--- src/rtl/conv1_mac4.sv ---
// conv1_mac4 - four-window 5x5 convolution engine for the conv1 layer (convPool1 stage).
//
// A 6x6 tile and a 5x5 kernel are captured together. The four 5x5 windows at offsets
// (0,0),(0,1),(1,0),(1,1) are then accumulated one kernel tap per cycle on four parallel
// MACs. The bias is added, the sum is shifted and saturated to 16 bits, and the result is
// held for the controller's reluPool.
//
// Handshake (level based, no ready):
//   A computation starts when imVld & iwVld are both sampled high in IDLE. The tile, kernel
//   and bias are copied on that edge, so later changes to them are ignored. convResVld then
//   stays high with stable results until the controller drops imVld. Because imVld must fall
//   before the next capture, one tile always yields exactly one result. Dropping imVld while
//   the MACs are running aborts the tile without producing a result.
//
// Ports:
//   clk                     clock, rising edge
//   rst                     asynchronous, active-low reset
//   iwVld                   kernel/bias valid (level)
//   imVld                   tile valid (level)
//   ib     [DATA_SIZE]      bias, signed
//   im     [36*DATA_SIZE]   6x6 tile, unsigned, pixel (r,c) at the MSB end for (0,0)
//   iw     [25*DATA_SIZE]   5x5 kernel, signed, tap (kr,kc) at the MSB end for (0,0)
//   convResVld              conv1_num1..4 valid (level)
//   conv1_num1..4 [16]      signed results for window offsets (0,0),(0,1),(1,0),(1,1)
//   dbgState [2]            current FSM state, for observation only

module conv1_mac4 #(
    parameter int DATA_SIZE  = 8,
    parameter int ACC_WIDTH  = 24,
    parameter int BIAS_SHIFT = 0,
    parameter int OUT_SHIFT  = 0
) (
    input  logic                     clk,
    input  logic                     rst,
    input  logic                     iwVld,
    input  logic                     imVld,
    input  logic [DATA_SIZE-1:0]     ib,
    input  logic [36*DATA_SIZE-1:0]  im,
    input  logic [25*DATA_SIZE-1:0]  iw,
    output logic                     convResVld,
    output logic [15:0]              conv1_num1,
    output logic [15:0]              conv1_num2,
    output logic [15:0]              conv1_num3,
    output logic [15:0]              conv1_num4,
    output logic [1:0]               dbgState
);

    typedef enum logic [1:0] {
        IDLE = 2'd0,
        MAC  = 2'd1,
        OUT  = 2'd2,
        HOLD = 2'd3
    } state_t;

    // Unsigned pixel (zero-extended) times signed tap needs 2*DATA_SIZE+1 bits.
    localparam int PW = 2 * DATA_SIZE + 1;
    localparam logic signed [ACC_WIDTH-1:0] SAT_MAX = ACC_WIDTH'(32767);
    localparam logic signed [ACC_WIDTH-1:0] SAT_MIN = ACC_WIDTH'(-32768);

    state_t state, nextState;

    logic [36*DATA_SIZE-1:0]     imReg;
    logic [25*DATA_SIZE-1:0]     iwReg;
    logic [DATA_SIZE-1:0]        ibReg;
    logic [4:0]                  tap;
    logic [2:0]                  kr, kc;
    logic signed [ACC_WIDTH-1:0] acc [4];
    logic [15:0]                 numReg [4];

    logic                        startTile;
    logic [DATA_SIZE-1:0]        wTap;
    logic [DATA_SIZE-1:0]        pix [4];
    logic signed [PW-1:0]        prod [4];
    logic signed [ACC_WIDTH-1:0] biasExt;
    logic signed [ACC_WIDTH-1:0] shifted [4];
    logic [15:0]                 yVal [4];
    int                          pixIdx;

    assign startTile = imVld && iwVld;
    assign dbgState  = state;

    // ---------------- FSM ----------------
    always_ff @(posedge clk or negedge rst) begin
        if (!rst) state <= IDLE;
        else      state <= nextState;
    end

    always_comb begin
        nextState = state;
        case (state)
            IDLE: if (startTile) nextState = MAC;
            MAC: begin
                if (!imVld)             nextState = IDLE;
                else if (tap == 5'd24)  nextState = OUT;
            end
            OUT:  nextState = HOLD;
            HOLD: if (!imVld) nextState = IDLE;
            default: nextState = IDLE;
        endcase
    end

    // ---------------- MAC datapath ----------------
    // All four windows share the current kernel tap; only the pixel offset differs.
    always_comb begin
        pixIdx = 0;
        wTap   = iwReg[25*DATA_SIZE-1 - DATA_SIZE*(5*int'(kr) + int'(kc)) -: DATA_SIZE];
        for (int k = 0; k < 4; k++) begin
            pixIdx  = 6 * (int'(kr) + k / 2) + int'(kc) + k % 2;
            pix[k]  = imReg[36*DATA_SIZE-1 - DATA_SIZE*pixIdx -: DATA_SIZE];
            prod[k] = PW'(pix[k]) * PW'($signed(wTap));
        end
    end

    // Bias add, output shift and 16-bit saturation.
    always_comb begin
        biasExt = ACC_WIDTH'($signed(ibReg)) <<< BIAS_SHIFT;
        for (int k = 0; k < 4; k++) begin
            shifted[k] = (acc[k] + biasExt) >>> OUT_SHIFT;
            if (shifted[k] > SAT_MAX)      yVal[k] = 16'h7FFF;
            else if (shifted[k] < SAT_MIN) yVal[k] = 16'h8000;
            else                           yVal[k] = shifted[k][15:0];
        end
    end

    always_ff @(posedge clk or negedge rst) begin
        if (!rst) begin
            imReg      <= '0;
            iwReg      <= '0;
            ibReg      <= '0;
            tap        <= '0;
            kr         <= '0;
            kc         <= '0;
            convResVld <= 1'b0;
            for (int k = 0; k < 4; k++) begin
                acc[k]    <= '0;
                numReg[k] <= '0;
            end
        end else begin
            case (state)
                IDLE: begin
                    if (startTile) begin
                        imReg <= im;
                        iwReg <= iw;
                        ibReg <= ib;
                        tap   <= '0;
                        kr    <= '0;
                        kc    <= '0;
                        for (int k = 0; k < 4; k++) acc[k] <= '0;
                    end
                end
                MAC: begin
                    if (imVld) begin
                        for (int k = 0; k < 4; k++) acc[k] <= acc[k] + ACC_WIDTH'(prod[k]);
                        tap <= tap + 5'd1;
                        if (kc == 3'd4) begin
                            kc <= '0;
                            kr <= kr + 3'd1;
                        end else begin
                            kc <= kc + 3'd1;
                        end
                    end
                end
                OUT: begin
                    for (int k = 0; k < 4; k++) numReg[k] <= yVal[k];
                    convResVld <= 1'b1;
                end
                HOLD: begin
                    if (!imVld) convResVld <= 1'b0;
                end
                default: ;
            endcase
        end
    end

    assign conv1_num1 = numReg[0];
    assign conv1_num2 = numReg[1];
    assign conv1_num3 = numReg[2];
    assign conv1_num4 = numReg[3];

endmodule
--- config.mk ---
export PLATFORM = sky130hd
export DESIGN_NAME = conv1_mac4
export DESIGN_NICKNAME = d
export VERILOG_FILES = /design/src/rtl/conv1_mac4.sv
export SDC_FILE = /design/constraint.sdc
export NUM_CORES = 2
export LEC_CHECK = 0
export CAP_MARGIN = 20
export CORE_MARGIN = 2
export CORE_UTILIZATION = 40
export CTS_CLUSTER_SIZE = 8
export DETAILED_ROUTE_END_ITERATION = 10
export GPL_TIMING_DRIVEN = 0
export PLACE_DENSITY = 0.64
export SYNTH_ARGS = -nofsm -noshare
export SYNTH_HDL_FRONTEND = slang
export SYNTH_SLANG_ARGS = --single-unit
--- constraint.sdc ---
create_clock -name clk -period 11.4 [get_ports clk]
set_input_delay 2.28 -clock clk [delete_from_list [all_inputs] [get_ports clk]]
set_output_delay 2.28 -clock clk [all_outputs]
set_load 0.02 [all_outputs]
## Word level (Yosys, flattened, before mapping)

Cells that the tools add are included.

- Register bits after elaboration: 670
- Input bits: 500

- $add $sub $neg: 22
- $mul: 7
- Order comparisons: 8
- Equal/unequal tests: 10
- Shift operators: 5
- Multiplexer cells: 28
- Reduce and logical (&&, ||, !) cells: 9

Operator list:

| operator | count |
|---|---|
| 295-bit by 32-bit variable part select with 8-bit output | 2 |
| 295-bit by 12-bit variable part select with 8-bit output | 1 |
| 295-bit by 13-bit variable part select with 8-bit output | 1 |
| 207-bit by 11-bit variable part select with 8-bit output | 1 |
| 96-bit 2-to-1 mux | 2 |
| 96-bit one-hot mux with 2 select lines | 1 |
| 16-bit 2-to-1 mux | 8 |
| 24-bit by 17-bit adder with 24-bit output | 4 |
| 24-bit by 8-bit adder with 24-bit output | 4 |
| 24-bit by 16-bit greater-than comparator with 1-bit output, second input constant | 4 |
| 24-bit by 16-bit less-than comparator with 1-bit output, second input constant | 4 |
| 9-bit by 8-bit multiplier with 17-bit output | 4 |
| 10-bit by 32-bit subtractor with 32-bit output, first input constant | 2 |
| 3-bit 2-to-1 mux | 5 |
| 6-bit by 3-bit adder with 7-bit output | 2 |
| 9-bit by 12-bit subtractor with 13-bit output, first input constant | 1 |
| 3-bit one-hot mux with 2 select lines | 2 |
| 9-bit by 11-bit subtractor with 12-bit output, first input constant | 1 |
| 8-bit by 10-bit subtractor with 11-bit output, first input constant | 1 |
| 5-bit 2-to-1 mux | 2 |
| 5-bit one-hot mux with 2 select lines | 1 |
| 8-bit by 1-bit adder with 9-bit output, second input constant | 1 |
| 7-bit by 1-bit adder with 8-bit output, second input constant | 1 |
| 7-bit by 3-bit adder with 8-bit output | 1 |
| other kinds (22) | 33 |

## Logic depth before layout (Yosys ltp)

- Depth in word-level cells: 10
- Mapped depth: 41

## Worst setup path before layout

OpenSTA, ideal clock, no wires.

- Path type: flip-flop to flip-flop
- Start: reg kr[0]
- End: reg acc[70] (netlist name)
- Data arrival time: 8983 ps
- Path slack: 2295 ps
- Stages on the path, launching flop included: 35
- Path buffers: 7
- Period minus slack after synthesis: 9105 ps
- Cells stage by stage: dfrtp_1 > buf_2 > inv_1 > ha_1 > fa_1 > buf_2 > buf_2 > xor2_1 > buf_2 > buf_2 > ha_1 > buf_1 > clkbuf_1 > mux4_2 > mux2i_1 > o22ai_1 > nand2_1 > nor2_1 > fa_1 > inv_1 > fa_1 > inv_1 > fa_1 > fa_1 > fa_1 > ha_1 > o21ai_0 > a21boi_0 > o21ai_0 > a21oi_1 > o2111ai_1 > nand3_1 > and4_1 > or4_1 > a32o_1

- Cells in the longest elaborated chain, start to end: 9
- Elaborated cells on any way between the ends: 13
- Classes of those cells: 6 x add/sub; 3 x mul; 2 x shift; 2 x mux

Ends and longest elaborated chain:

| element | line | RTL |
|---|---|---|
| start, declared | 66 | `logic [2:0] kr, kc;` |
| start signal, assigned | 157 | `kr <= kr + 3'd1;` |
| 2-bit by 3-bit multiplier with 5-bit output | 108 | `pixIdx = 6 * (int'(kr) + k / 2) + int'(kc) + k % 2;` |
| 6-bit by 3-bit adder with 7-bit output | 108 |  |
| 7-bit by 1-bit adder with 8-bit output | 108 |  |
| 9-bit by 11-bit subtractor with 12-bit output | 109 | `pix[k] = imReg[36*DATA_SIZE-1 - DATA_SIZE*pixIdx -: DATA_SIZE];` |
| 295-bit by 12-bit variable part select with 8-bit output | 109 |  |
| 9-bit by 8-bit multiplier with 17-bit output (*) | 110 | `prod[k] = PW'(pix[k]) * PW'($signed(wTap));` |
| 24-bit by 17-bit adder with 24-bit output (*) | 153 | `for (int k = 0; k < 4; k++) acc[k] <= acc[k] + ACC_WIDTH'(prod[k]);` |
| 96-bit 2-to-1 mux (*) | 152 | `if (imVld) begin` |
| 96-bit one-hot mux with 2 select lines (*) | 139 | `case (state)` |
| end signal, assigned by index | 135 | `acc[k] <= '0;` |
| end, declared | 67 | `logic signed [ACC_WIDTH-1:0] acc [4];` |

Mark *: on every way between the ends. The rest lies on a longest branch, timed or not. The select of a mux whose other input is x is not followed.
A chain may end at the register's enable or synchronous reset.

## Worst setup path after layout

- Start: reg kr[1]
- End: reg acc[46] (netlist name)

- Cells in the longest elaborated chain, start to end: 9
- Elaborated cells on any way between the ends: 13
- Classes of those cells: 6 x add/sub; 3 x mul; 2 x shift; 2 x mux

Ends and longest elaborated chain:

| element | line |
|---|---|
| 3-bit by 1-bit adder with 4-bit output | 108 |
| 2-bit by 4-bit multiplier with 6-bit output | 108 |
| 7-bit by 3-bit adder with 8-bit output | 108 |
| 10-bit by 32-bit subtractor with 32-bit output | 109 |
| 295-bit by 32-bit variable part select with 8-bit output | 109 |
| 9-bit by 8-bit multiplier with 17-bit output (*) | 110 |
| 24-bit by 17-bit adder with 24-bit output (*) | 153 |
| 96-bit 2-to-1 mux (*) | 152 |
| 96-bit one-hot mux with 2 select lines (*) | 139 |

Marked as above.

==> results list <==
* Final worst clock skew: 0.0781 ns
* Vias in the first global route: 44100
* Num CTS Buffers: 98
- Top cells by area in the synthesized netlist: dfrtp_1 31%, mux4_2 16%, mux2_2 10%
- Remaining DRCs: 0
- Summed over all layers, the global routing overflow is 0.
- After Yosys synthesis, full adders, half adders and majority gates account for 17.8% of the synthesized area.
* Period utilization: 95.9%
* Total of warnings raised by yosys: 0
- Total Die Area: 139000 µm²
- STA puts the critical path data required time at 11.93 ns.
- Synthesis-stage register bit count: 670
* Total placed cells including tap cells: 7029
- In this run, the number of DRC markers left after iteration 0 of detailed routing was 3787.
* Fin Hold WS: 0.479 ns
- Effective utilization at floorplan: 40.2%
- Routed WL: 198000 µm
* Buffer type at the clock tree root: clkbuf_16
- Clock transition at the registers of the reported paths: 0.06 ns
* Master of the slowest instance on the critical path: o21ai_2
* Pin count of the biggest net entering global routing: 120
* Category of the critical setup timing path: reg2reg
- Non-filler instance count after layout: 7196
- Number of antenna violations at the first check in global routing: 41
- Largest delay share family, worst path: adder cells
* Total global-route track usage: 28.6%
- Across all layers, the routed design uses 43200 vias.
- From left edge to right edge, the die measures 372 µm.
- STA classifies the critical path startpoint as a register.
- Fraction of synthesized area in multiplexers: 27.6%
* Min-delay worst type: reg2reg
- Critical path's most frequent cell: ha_1
- Row Count: 135
* Number of H-tree branching levels: 3
- Maximum frequency from static timing analysis: 91.4 MHz
* XOR/XNOR share of the synthesized area: 3.24%
- During placement, the flow inserted port buffers numbering 566.
* Routability congestion estimate from global placement: 1.00
- Slew Limit Fails: 0
* Post-CTS Setup Bufs: 0
* Number of library cell types mapped by synthesis: 88
- Maximum count of clock buffers along a single path: 3
* Clock tree from TritonCTS: yes
* Worst endpoint data arrival time: 11.47 ns
- Type of element capturing the critical path: register
- Worst stage delay on the critical path: 0.66 ns
* # IOs: 567
- Of all nets on the critical path, the largest fanout is 10.
- Count of buffer and inverter cells on the critical path: 9
* Post-layout minimum cycle time: 10.94 ns
- In the synthesized netlist, the number of instances is 4649.
- The die is 372 µm tall.
- Number of clock sinks: 670
- NumNets Final: 6494
- Clock insertion delay at the later pin of the skew report: 0.73 ns
- First-pass GRT wire length: 290000 µm
- Cell Area, Synth: 54300 µm²
- Portion of synthesized cell area occupied by the leading cell type: 30.9%
* Wire length per cell after detailed routing: 27.5 µm
- A synthesized cell averages 11.7 µm².
* Run status: complete, no violations
- Relative slew slack: 16.8%
- Count of nets left with antenna violations after detail routing: 0
- Setup repair after global routing left no endpoint under its margin.
* Max Cap Violations: 0
* Share of the synthesized area in compound gates (AO/OA/AOI/OAI): 8.72%
- Half-perimeter wire length of the detailed placement result: 157000 µm
- Combinational family with the most area after synthesis: multiplexers
- After synthesis, the share of flip-flops with an asynchronous set or reset is 100%.
- The number of hold-slack violations in the final timing report was 0.
- After clock tree synthesis, the repair step resized 7 gates.
- Net count after synthesis: 5792
- Yosys mapped a number of flops with a built-in enable equal to 0.
- Of the cells placed in the final design, the portion with a size suffix greater than 1 is 21.6%.
* Share of synthesized area occupied by flip-flops and latches: 30.9%
- At the pin with the least slew margin, the transition time is 1.25 ns.
* Post-synthesis to final-layout area growth: 21.3%
- Summed over all instances, the cell type with the most area after synthesis is dfrtp_1.
- After Yosys synthesis, and, or, nand and nor cells account for 7.29% of the synthesized area.
* Final setup viols: 0
- For this design, the CTS-stage hold fixing added 0 buffers.
- The core region is 135000 µm².
- In the routed layout, each cell is associated on average with a via count of 6.01.
* Number of iterations in the first detailed-routing pass: 6
- For this run, the leading register cell type out of synthesis is dfrtp_1.
-- cell usage after synthesis (7+ instances only) --
| cell | n |
|---|---|
| dfrtp_1 | 670 |
| mux2_2 | 504 |
| ha_1 | 431 |
| inv_1 | 392 |
| mux4_2 | 389 |
| nand2_1 | 277 |
| nor2_1 | 227 |
| fa_1 | 212 |
| o21ai_0 | 180 |
| clkbuf_1 | 170 |
| a21oi_1 | 159 |
| xnor2_1 | 108 |
| nand3_1 | 80 |
| xor2_1 | 73 |
| and2_1 | 54 |
| o22ai_1 | 53 |
| nor3_1 | 51 |
| a21o_1 | 50 |
| mux2i_1 | 48 |
| a211oi_1 | 40 |
| buf_2 | 40 |
| nand2b_1 | 33 |
| nor2b_1 | 27 |
| a22o_1 | 26 |
| and3_1 | 25 |
| o21bai_1 | 22 |
| o21a_1 | 21 |
| a31oi_1 | 19 |
| o211ai_1 | 18 |
| nand4_1 | 15 |
| buf_1 | 13 |
| o311ai_0 | 13 |
| or2_2 | 12 |
| or3_1 | 12 |
| a22oi_1 | 11 |
| nor4_1 | 10 |
| a221oi_1 | 9 |
| o31ai_1 | 9 |
| a211o_1 | 8 |
| nand3b_1 | 8 |
| o21ai_1 | 8 |
| a41o_1 | 7 |
-- tightest hold or removal path, cell delays in order, from the launching register on --
cell and delay, ns:
dfrtp_1 0.34, nand2_1 0.05, nand2_1 0.06
-- metal layers --
layer / part of all wire (%) / global-route usage [%] / up-vias
met5: 0.020 / 0 / -
met4: 6.2 / 16.2 / 6
met3: 9.4 / 7.60 / 571
met2: 45 / 44.3 / 2250
met1: 39 / 36.3 / 21900
li1: - / - / 18500
-- metrics by stage --
stage	setup TNS, ns	util [%]	cell area, µm²	setup WS, ns
3_3_place_gp	-	46.0	62200	-23.24
6_report	0	48.7	65800	0.463
4_1_cts	0	48.5	65600	0.0201
2_1_floorplan	0	-	54300	2.30
5_1_grt	0	48.7	65800	0.0565
3_5_place_dp	-7.43	46.5	62800	-1.04
-- state kept, by name (all words and copies together) (netlist names), named ones only --
register    count
conv1_num3     16
kr              3
tap             5
conv1_num2     16
conv1_num4     16
conv1_num1     16
acc            96
ibReg           8
convResVld      1
kc              3
dbgState        1
imReg         288
iwReg         200
-- cell families (layout without fill, tap and decap cells) --
kind of cell	count (synthesis)	count (layout)
multiplexers	943	943
buffers and inverters	627	1355
XOR/XNOR	190	190
AND/OR/NAND/NOR	851	851
flip-flops	670	670
adder cells (fa/ha/maj)	643	643
AO/OA/AOI/OAI	725	725
other	0	38
-- path summary, 6_finish.rpt --
path,from,end,slack [ns],cells past startpoint
max,kr[1],acc[46],0.46,34
min,conv1_num2[15],conv1_num2[15],0.48,2
max reg2reg,kr[1],acc[46],0.46,34
min reg2reg,conv1_num2[15],conv1_num2[15],0.48,2
max in group asynchronous,rst,imReg[75],7.95,4
min in group asynchronous,rst,iwReg[40],1.46,1
-- layout by cell type, fill, tap and decap left out, types with 18 or more instances in the layout --
| cell | count |
|---|---|
| o211ai_1 | 18 |
| clkdlybuf4s50_1 | 565 |
| a21o_1 | 50 |
| nand3_1 | 80 |
| clkbuf_1 | 167 |
| nand2_1 | 277 |
| clkbuf_16 | 99 |
| o21bai_1 | 22 |
| o22ai_1 | 51 |
| a31oi_1 | 19 |
| o21ai_0 | 178 |
| nand2b_1 | 33 |
| mux2_2 | 504 |
| nor2_1 | 226 |
| ha_1 | 430 |
| a22o_1 | 26 |
| diode_2 | 38 |
| and3_1 | 25 |
| and2_1 | 54 |
| buf_2 | 36 |
| nor3_1 | 49 |
| a211oi_1 | 40 |
| inv_1 | 392 |
| xor2_1 | 72 |
| nor2b_1 | 27 |
| o21a_1 | 21 |
| mux2i_1 | 47 |
| xnor2_1 | 108 |
| a21oi_1 | 159 |
| mux4_2 | 389 |
| dfrtp_1 | 669 |
| fa_1 | 212 |
-- cell type report --
class                   instances  area [µm²]
diodes                         38        95.1
plain buffers                 229         985
clock buffers                 113        2590
clock inverters                13         205
fillers                     12100       69300
inverters                     395        1490
multi-input cells            3352       35100
flip-flops and latches        670       16800
well taps                    1781        2230
repair buffers                605        6350
Power is left out: the tool's default activity adds up to more than one toggle a clock period on the data nets, which glitch-free logic cannot reach.
